==> config.mk <==
export PLATFORM = sky130hd
export DESIGN_NAME = bin2bcd_seq_amisha_flat
export DESIGN_NICKNAME = d
export VERILOG_FILES = /design/src/rtl/bin2bcd_seq_amisha_if.sv /design/src/rtl/bin2bcd_seq_amisha.sv /design/src/flat_wrapper.sv
export SDC_FILE = /design/constraint.sdc
export NUM_CORES = 1
export LEC_CHECK = 0
export BUFFER_PORTS_ARGS = -buffer_cell sky130_fd_sc_hd__clkbuf_2
export CORE_MARGIN = 2
export CORE_UTILIZATION = 37
export CTS_CLUSTER_DIAMETER = 120
export DETAILED_ROUTE_END_ITERATION = 8
export HOLD_SLACK_MARGIN = 0.12
export SETUP_SLACK_MARGIN = 0.2
export SYNTH_ARGS = -nofsm -noshare
export SYNTH_HDL_FRONTEND = slang
export SYNTH_SLANG_ARGS = --single-unit
==> constraint.sdc <==
create_clock -name clk_amisha -period 2 [get_ports clk_amisha]
set_input_delay 0.3 -clock clk_amisha [delete_from_list [all_inputs] [get_ports clk_amisha]]
set_output_delay 0.3 -clock clk_amisha [all_outputs]
set_load 0.005 [all_outputs]
==> src/rtl/bin2bcd_seq_amisha_if.sv <==
// Handshake and result bundle between a conversion requester and the
// sequential binary-to-BCD converter.
interface bin2bcd_seq_amisha_if #(
    parameter int N = 13
);
    logic         start_amisha;
    logic [N-1:0] bin_amisha;
    logic         ready_amisha;
    logic         done_tick_amisha;
    logic [3:0]   bcd3_amisha;
    logic [3:0]   bcd2_amisha;
    logic [3:0]   bcd1_amisha;
    logic [3:0]   bcd0_amisha;

    modport master (
        output start_amisha, bin_amisha,
        input  ready_amisha, done_tick_amisha,
        input  bcd3_amisha, bcd2_amisha, bcd1_amisha, bcd0_amisha
    );

    modport slave (
        input  start_amisha, bin_amisha,
        output ready_amisha, done_tick_amisha,
        output bcd3_amisha, bcd2_amisha, bcd1_amisha, bcd0_amisha
    );
endinterface

==> src/rtl/bin2bcd_seq_amisha.sv <==
// Sequential double-dabble converter: one shift per clock, results land in
// output registers only when the conversion completes.
module bin2bcd_seq_amisha #(
    parameter int N = 13
) (
    input  logic                    clk_amisha,
    input  logic                    reset_amisha,
    bin2bcd_seq_amisha_if.slave     bus
);
    localparam logic [1:0] IDLE = 2'd0;
    localparam logic [1:0] OP   = 2'd1;
    localparam logic [1:0] DONE = 2'd2;

    logic [1:0]    state_reg, state_next;
    logic [N-1:0]  bin_shift_reg, bin_shift_next;
    logic [15:0]   bcd_work_reg, bcd_work_next;
    logic [15:0]   bcd_out_reg, bcd_out_next;
    logic [3:0]    cnt_reg, cnt_next;
    logic [15:0]   bcd_adj;
    logic [15+N:0] shifted;

    // Add-3 correction per digit; a digit of at most 9 never exceeds 12, so no carry out.
    generate
        for (genvar gi = 0; gi < 4; gi++) begin : g_adj
            assign bcd_adj[gi*4 +: 4] = (bcd_work_reg[gi*4 +: 4] > 4'd4)
                                      ? bcd_work_reg[gi*4 +: 4] + 4'd3
                                      : bcd_work_reg[gi*4 +: 4];
        end
    endgenerate

    assign shifted = {bcd_adj, bin_shift_reg} << 1;

    always_comb begin
        state_next     = state_reg;
        bin_shift_next = bin_shift_reg;
        bcd_work_next  = bcd_work_reg;
        bcd_out_next   = bcd_out_reg;
        cnt_next       = cnt_reg;
        case (state_reg)
            IDLE: begin
                if (bus.start_amisha) begin
                    bin_shift_next = bus.bin_amisha;
                    bcd_work_next  = '0;
                    cnt_next       = 4'(N);
                    state_next     = OP;
                end
            end
            OP: begin
                bin_shift_next = shifted[N-1:0];
                bcd_work_next  = shifted[15+N:N];
                cnt_next       = cnt_reg - 4'd1;
                // Last shift: publish the finished digits on the same edge that enters DONE.
                if (cnt_reg == 4'd1) begin
                    bcd_out_next = shifted[15+N:N];
                    state_next   = DONE;
                end
            end
            DONE:    state_next = IDLE;
            default: state_next = IDLE;
        endcase
    end

    always_ff @(posedge clk_amisha or posedge reset_amisha) begin
        if (reset_amisha) begin
            state_reg     <= IDLE;
            bin_shift_reg <= '0;
            bcd_work_reg  <= '0;
            bcd_out_reg   <= '0;
            cnt_reg       <= '0;
        end else begin
            state_reg     <= state_next;
            bin_shift_reg <= bin_shift_next;
            bcd_work_reg  <= bcd_work_next;
            bcd_out_reg   <= bcd_out_next;
            cnt_reg       <= cnt_next;
        end
    end

    assign bus.ready_amisha     = (state_reg == IDLE);
    assign bus.done_tick_amisha = (state_reg == DONE);
    assign bus.bcd3_amisha      = bcd_out_reg[15:12];
    assign bus.bcd2_amisha      = bcd_out_reg[11:8];
    assign bus.bcd1_amisha      = bcd_out_reg[7:4];
    assign bus.bcd0_amisha      = bcd_out_reg[3:0];
endmodule

==> src/flat_wrapper.sv <==
// flat-port wrapper written by rule: the top's interface ports become plain ports
module bin2bcd_seq_amisha_flat 
#(
    parameter int N = 13
)
  (clk_amisha, reset_amisha, bus_start_amisha, bus_bin_amisha, bus_ready_amisha, bus_done_tick_amisha, bus_bcd3_amisha, bus_bcd2_amisha, bus_bcd1_amisha, bus_bcd0_amisha);
  bin2bcd_seq_amisha_if #(.N(N)) bus_i ();
  input  logic clk_amisha;
  input  logic reset_amisha;
  input wire logic [$bits(bus_i.start_amisha)-1:0] bus_start_amisha;
  input wire logic [$bits(bus_i.bin_amisha)-1:0] bus_bin_amisha;
  output wire logic [$bits(bus_i.ready_amisha)-1:0] bus_ready_amisha;
  output wire logic [$bits(bus_i.done_tick_amisha)-1:0] bus_done_tick_amisha;
  output wire logic [$bits(bus_i.bcd3_amisha)-1:0] bus_bcd3_amisha;
  output wire logic [$bits(bus_i.bcd2_amisha)-1:0] bus_bcd2_amisha;
  output wire logic [$bits(bus_i.bcd1_amisha)-1:0] bus_bcd1_amisha;
  output wire logic [$bits(bus_i.bcd0_amisha)-1:0] bus_bcd0_amisha;
  assign bus_i.start_amisha = bus_start_amisha;
  assign bus_i.bin_amisha = bus_bin_amisha;
  assign bus_ready_amisha = bus_i.ready_amisha;
  assign bus_done_tick_amisha = bus_i.done_tick_amisha;
  assign bus_bcd3_amisha = bus_i.bcd3_amisha;
  assign bus_bcd2_amisha = bus_i.bcd2_amisha;
  assign bus_bcd1_amisha = bus_i.bcd1_amisha;
  assign bus_bcd0_amisha = bus_i.bcd0_amisha;
  bin2bcd_seq_amisha #(.N(N)) u_core (.clk_amisha(clk_amisha), .reset_amisha(reset_amisha), .bus(bus_i));
endmodule
# Yosys cells after proc, flatten, opt, wreduce, memory -nomap -nowiden
# Index checks and enable logic that the tools add are counted.
# totals
regBits	51
inputBits	16
memories	0
latch_bits	0
mem_bits_ro	0
mem_bits_rw	0
output_inout_bits	18
# op_classes
n_shift	0
n_lt_le_gt_ge	4
div_mod_pow	0
bitwise_logic	0
n_mul	0
n_reduce_logical	5
n_addsub	5
n_eq_ne	5
mux	13
# ops
op	n
16-bit one-hot mux with 2 select lines	1
13-bit one-hot mux with 2 select lines	1
4-bit by 3-bit greater-than comparator with 1-bit output, second input constant	4
16-bit 2-to-1 mux	1
4-bit 2-to-1 mux	4
13-bit 2-to-1 mux	1
4-bit by 2-bit adder with 4-bit output, second input constant	3
4-bit one-hot mux with 2 select lines	1
2-bit AND reduction	3
4-bit by 1-bit equality test with 1-bit output, second input constant	1
2-bit 2-to-1 mux	2
2-bit one-hot mux with 2 select lines	1
4-bit by 1-bit subtractor with 4-bit output, second input constant	1
3-bit by 2-bit adder with 3-bit output, second input constant	1
3-bit 2-to-1 mux	1
2-bit by 1-bit equality test with 1-bit output, second input constant	1
2-bit equality test, second input constant	1
2-bit zero test	1
2-bit by 1-bit inequality test with 1-bit output, second input constant	1
2-bit inequality test, second input constant	1
2-bit nonzero test	1

# Depth between registers and ports, before layout
# depth
ltp_word	3
depth_mapped	7
ltp_nobuf	7

# Worst setup path before layout
# OpenSTA, ideal clock, no wires.
# synth_timing
path_type	reg2reg
startpoint	register u_core.bcd_work_reg[8]
endpoint	register u_core.bcd_work_reg[10]
synth_period_minus_slack_ns	1.471
stages_incl_launch_ff	7
t_required_ns	1.917
setup_slack_ns	0.529
setup_time_ns	0.083
arrival_time_ns	1.389
n_path_buf	0
cell_sequence	dfrtp_1 > inv_1 > ha_1 > inv_1 > a21oi_1 > mux2_2 > o21ai_0
# synth_between
elab_chain_cells	3
word_cells_on_any_way	4
cone_classes	1 x add/sub; 1 x order compare; 2 x mux
# synth_rtl
element	line_no	text
start, declared	bin2bcd_seq_amisha.sv:16	logic [15:0] bcd_work_reg, bcd_work_next;
start signal, assigned	bin2bcd_seq_amisha.sv:73	bcd_work_reg <= bcd_work_next;
4-bit by 2-bit adder with 4-bit output or 4-bit by 3-bit greater-than comparator with 1-bit output (tied branches)	bin2bcd_seq_amisha.sv:26, bin2bcd_seq_amisha.sv:25	
4-bit 2-to-1 mux *	bin2bcd_seq_amisha.sv:26	? bcd_work_reg[gi*4 +: 4] + 4'd3
16-bit one-hot mux with 2 select lines *	bin2bcd_seq_amisha.sv:39	case (state_reg)
# Mark *: on every way between the ends. The rest lies on a longest branch, timed or not.
# A chain may end at the register's enable or synchronous reset.

# Final worst setup path
# Ends and elaborated chain as after synthesis.

==> run summary <==
Cells with a size suffix above 1 make up 22.50% of the layout. Yosys mapped a number of flops with a built-in enable equal to 0. Sequential elements use 51.49% of the synthesized area. The initial utilization of the core area, before any placement, comes to 38.59%.

Of the available clock period, the critical path in the final layout requires 79.74%. The floorplan step defined a core boundary enclosing 6422 um2. Once detail routing completed, the nets flagged for antenna violations numbered 0. The iteration count of the initial detailed-routing pass was 6; the data required time at the worst endpoint was 2.22 ns. The root buffer cell chosen for the clock tree is sky130_fd_sc_hd__clkbuf_8. The tools report the Yosys warning count as 0. The synthesized design spends more area on one cell type than any other, namely sky130_fd_sc_hd__dfrtp_1. In the routed layout, each cell is associated on average with a via count of 5.126. The startpoint of the lowest-slack register-to-register path is u_core.bcd_work_reg[8]$_DFFE_PP0P_. The number of antenna diodes in the final layout is 0. The tools report the summed negative setup slack over all endpoints as 0 ns.

The number of maximum-capacitance constraint violations is 0, and the final critical path time including I/O delays and setup is 1.595 ns. The worst pin sits at a relative slew slack of 49.48%. Post-route cell area: 2831 um2.

The count of filler cells inserted in the layout is 632. Gates resized during post-CTS repair numbered 0. Largest net degree at the start of global routing: 52. The detailed router placed 1830 vias in this run. No sink is reached through more buffers than the 2 on the longest clock path. Power comes to 4.566 mW. The minimum hold slack is 0.1413 ns.

Area added between synthesis and finish: 14.24%. The overall die width came out at 85.85 um. Setup violations remaining at the end of the flow were counted as 0. The synthesized area was 2479 um2; the static leakage was 1.353 nW. For the TritonCTS buffer count, the log shows 5. The run finished with clean final reports. After detailed placement, the design holds a cell count of 350.

For the clock latency reported for the late side of the worst-skew pair, the log shows 0.30 ns. The logs give 245 for the gate count of the mapped netlist and 627.0 MHz for the peak clock frequency supported by timing. The run gives 0 as the number of max-slew violations in the final report. The slew of the pin with the lowest slew margin came out at 0.7562 ns. Across the routed clock network, the largest skew measured is 0.007367 ns. The total overflow left after global routing is 0. The total count of hold-check failures in the final report was 0; the DRC violation count after routing was 0. In this run the number of H-tree levels came out at 2.

The worst path meets setup with 0.4051 ns of slack. For this run, the leading register cell type out of synthesis is sky130_fd_sc_hd__dfrtp_1. Yosys mapped the design onto 31 distinct sky130hd cell types. The proportion of synthesized flip-flops having asynchronous set or reset is 100.0%, and the placed cell area is 2725 um2. The tools report the kind of end point of the critical path as a register. By area the synthesized netlist is led by sky130_fd_sc_hd__dfrtp_1 51%, sky130_fd_sc_hd__o21ai_0 8.1%, sky130_fd_sc_hd__ha_1 5.0%, sky130_fd_sc_hd__nand2_1 5.0%, sky130_fd_sc_hd__mux2_4 3.6%. Area share of the largest cell type after synthesis: 51.49%.

Critical-path maximum fanout: 4. The number of nets in the synthesized netlist came out at 271. For the final standard cell utilization of the core, the log shows 44.09%. The number of DRC violations after detailed-routing iteration 0 came out at 77. After floorplanning, the core was divided into 29 placement rows. In this run the register-to-register setup slack is 0.41 ns. The number of synthesized register bits was 51; the wire length reported by the detailed router was 4731 um.

The run gives 51 as the total number of clock tree sinks. Capture point of the worst reg-to-reg path: u_core.bcd_work_reg[10]$_DFFE_PP0P_. The average instance in the mapped netlist occupies 10.12 um2. TritonCTS built the clock tree. The setup slack after placement was 0.3891 ns; the worst reg2reg path depth was 6. Setup repair after global routing left no endpoint under its margin. For the worst setup path, the data arrival time is 1.82 ns.

The via count of the first global-routing pass is 1825, and the number of antenna violations at the first check in global routing is 0. The first global-routing pass estimated 8714 um of wire. The worst setup path is of the reg2reg kind. Input and output buffers added on the ports amount to 33.

IR analysis of the VDD net gives a maximum drop of 466.8 uV. The logs give 3362 um for the placed wire-length estimate after detailed placement and 0 for the number of buffers inserted for hold repair after clock tree synthesis. Routability-driven placement finished with a final weighted congestion of 0.7170. Global routing consumed, over all layers together, 14.70% of the routing resources. The die covers 7369 um2.

The power per standard cell area is 1613 nW/um2, and the overall die height is 85.85 um. The final-stage net count is 306, and the final non-filler cell total is 357. Ranked by instance count, the synthesized netlist is headed by 51 x sky130_fd_sc_hd__dfrtp_1, 40 x sky130_fd_sc_hd__o21ai_0, 33 x sky130_fd_sc_hd__nand2_1. The clock slew at the register clock pins of the worst setup and hold paths came out at 0.09 ns. The number of setup buffers added after CTS is 0. The average detailed-routed wire length per instance came out at 13.25 um. The worst hold path belongs to the class in2async. Startpoint type of the worst setup path: a register. In the post-synthesis netlist, the cell with the most instances is sky130_fd_sc_hd__dfrtp_1. For the number of placed I/O pins, the log shows 34.
## layout make-up
class	instances	area (um2)	share of cell area, %
clock buffer	5	68.82	2.430
tap	77	96.34	3.403
clock inverter	2	37.54	1.326
timing repair buffer	39	210.2	7.424
multi-input combinational	165	1070	37.78
inverter	18	72.57	2.563
sequential	51	1276	45.07
## cells by family after synthesis
kind of cell,count (synthesis),synth area share (%)
compound gates,76,17.97
buf+inv,29,5.351
mux,10,5.452
fa+ha+maj,10,5.048
flops,51,51.49
xor+xnor,4,1.413
simple gates,65,13.28
## how the worst max path moves through the flow
stage | slack, ns | from | end | cells after the start
after floorplan | 0.47 | reset_amisha | u_core.bcd_out_reg[0]$_DFFE_PP0P_ | 1
after global placement | 0.43 | u_core.bcd_work_reg[8]$_DFFE_PP0P_ | u_core.bcd_work_reg[10]$_DFFE_PP0P_ | 6
after detailed placement | 0.39 | u_core.bcd_work_reg[8]$_DFFE_PP0P_ | u_core.bcd_out_reg[10]$_DFFE_PP0P_ | 6
after CTS | 0.38 | u_core.cnt_reg[1]$_DFFE_PP0P_ | u_core.bcd_out_reg[3]$_DFFE_PP0P_ | 6
after global routing | 0.24 | u_core.bcd_work_reg[0]$_DFFE_PP0P_ | u_core.bcd_work_reg[2]$_DFFE_PP0P_ | 6
final | 0.41 | u_core.bcd_work_reg[8]$_DFFE_PP0P_ | u_core.bcd_work_reg[10]$_DFFE_PP0P_ | 6
## critical path: stages (launching register included)
cell,delay [ns]
sky130_fd_sc_hd__dfrtp_1,0.42
sky130_fd_sc_hd__inv_1,0.10
sky130_fd_sc_hd__ha_1,0.16
sky130_fd_sc_hd__inv_1,0.05
sky130_fd_sc_hd__a21oi_1,0.27
sky130_fd_sc_hd__mux2_2,0.38
sky130_fd_sc_hd__o21ai_0,0.13
## routing by layer
metal / vias up / routed length, um / GRT usage (%)
met5: - / 0 / 0
met4: 0 / 24 / 3.463
met2: 29 / 2177 / 23.72
met1: 888 / 2361 / 20.15
met3: 3 / 168 / 3.465
li1: 910 / - / -
## cell usage in the layout, fill, tap and decap left out, types with 5 or more instances in the layout
master	n
sky130_fd_sc_hd__inv_1	15
sky130_fd_sc_hd__nor3_1	5
sky130_fd_sc_hd__o21ai_0	40
sky130_fd_sc_hd__and3b_1	6
sky130_fd_sc_hd__dfrtp_1	51
sky130_fd_sc_hd__ha_1	10
sky130_fd_sc_hd__buf_4	6
sky130_fd_sc_hd__nor2_1	7
sky130_fd_sc_hd__nand2_1	33
sky130_fd_sc_hd__mux2_4	6
sky130_fd_sc_hd__a22oi_1	6
sky130_fd_sc_hd__clkbuf_2	33
sky130_fd_sc_hd__clkbuf_8	5
sky130_fd_sc_hd__a21oi_1	16
sky130_fd_sc_hd__nor2b_1	6
sky130_fd_sc_hd__a22o_1	7
## report_power, final
part / total (mW) / leakage (nW) / switching [mW] / internal, mW
Clock: 0.705 / 0.0502 / 0.339 / 0.366
Sequential: 1.86 / 0.644 / 0.361 / 1.49
Combinational: 2.01 / 0.659 / 1.03 / 0.972
Total: 4.57 / 1.35 / 1.73 / 2.83
Power figures use the tool's default switching activity.
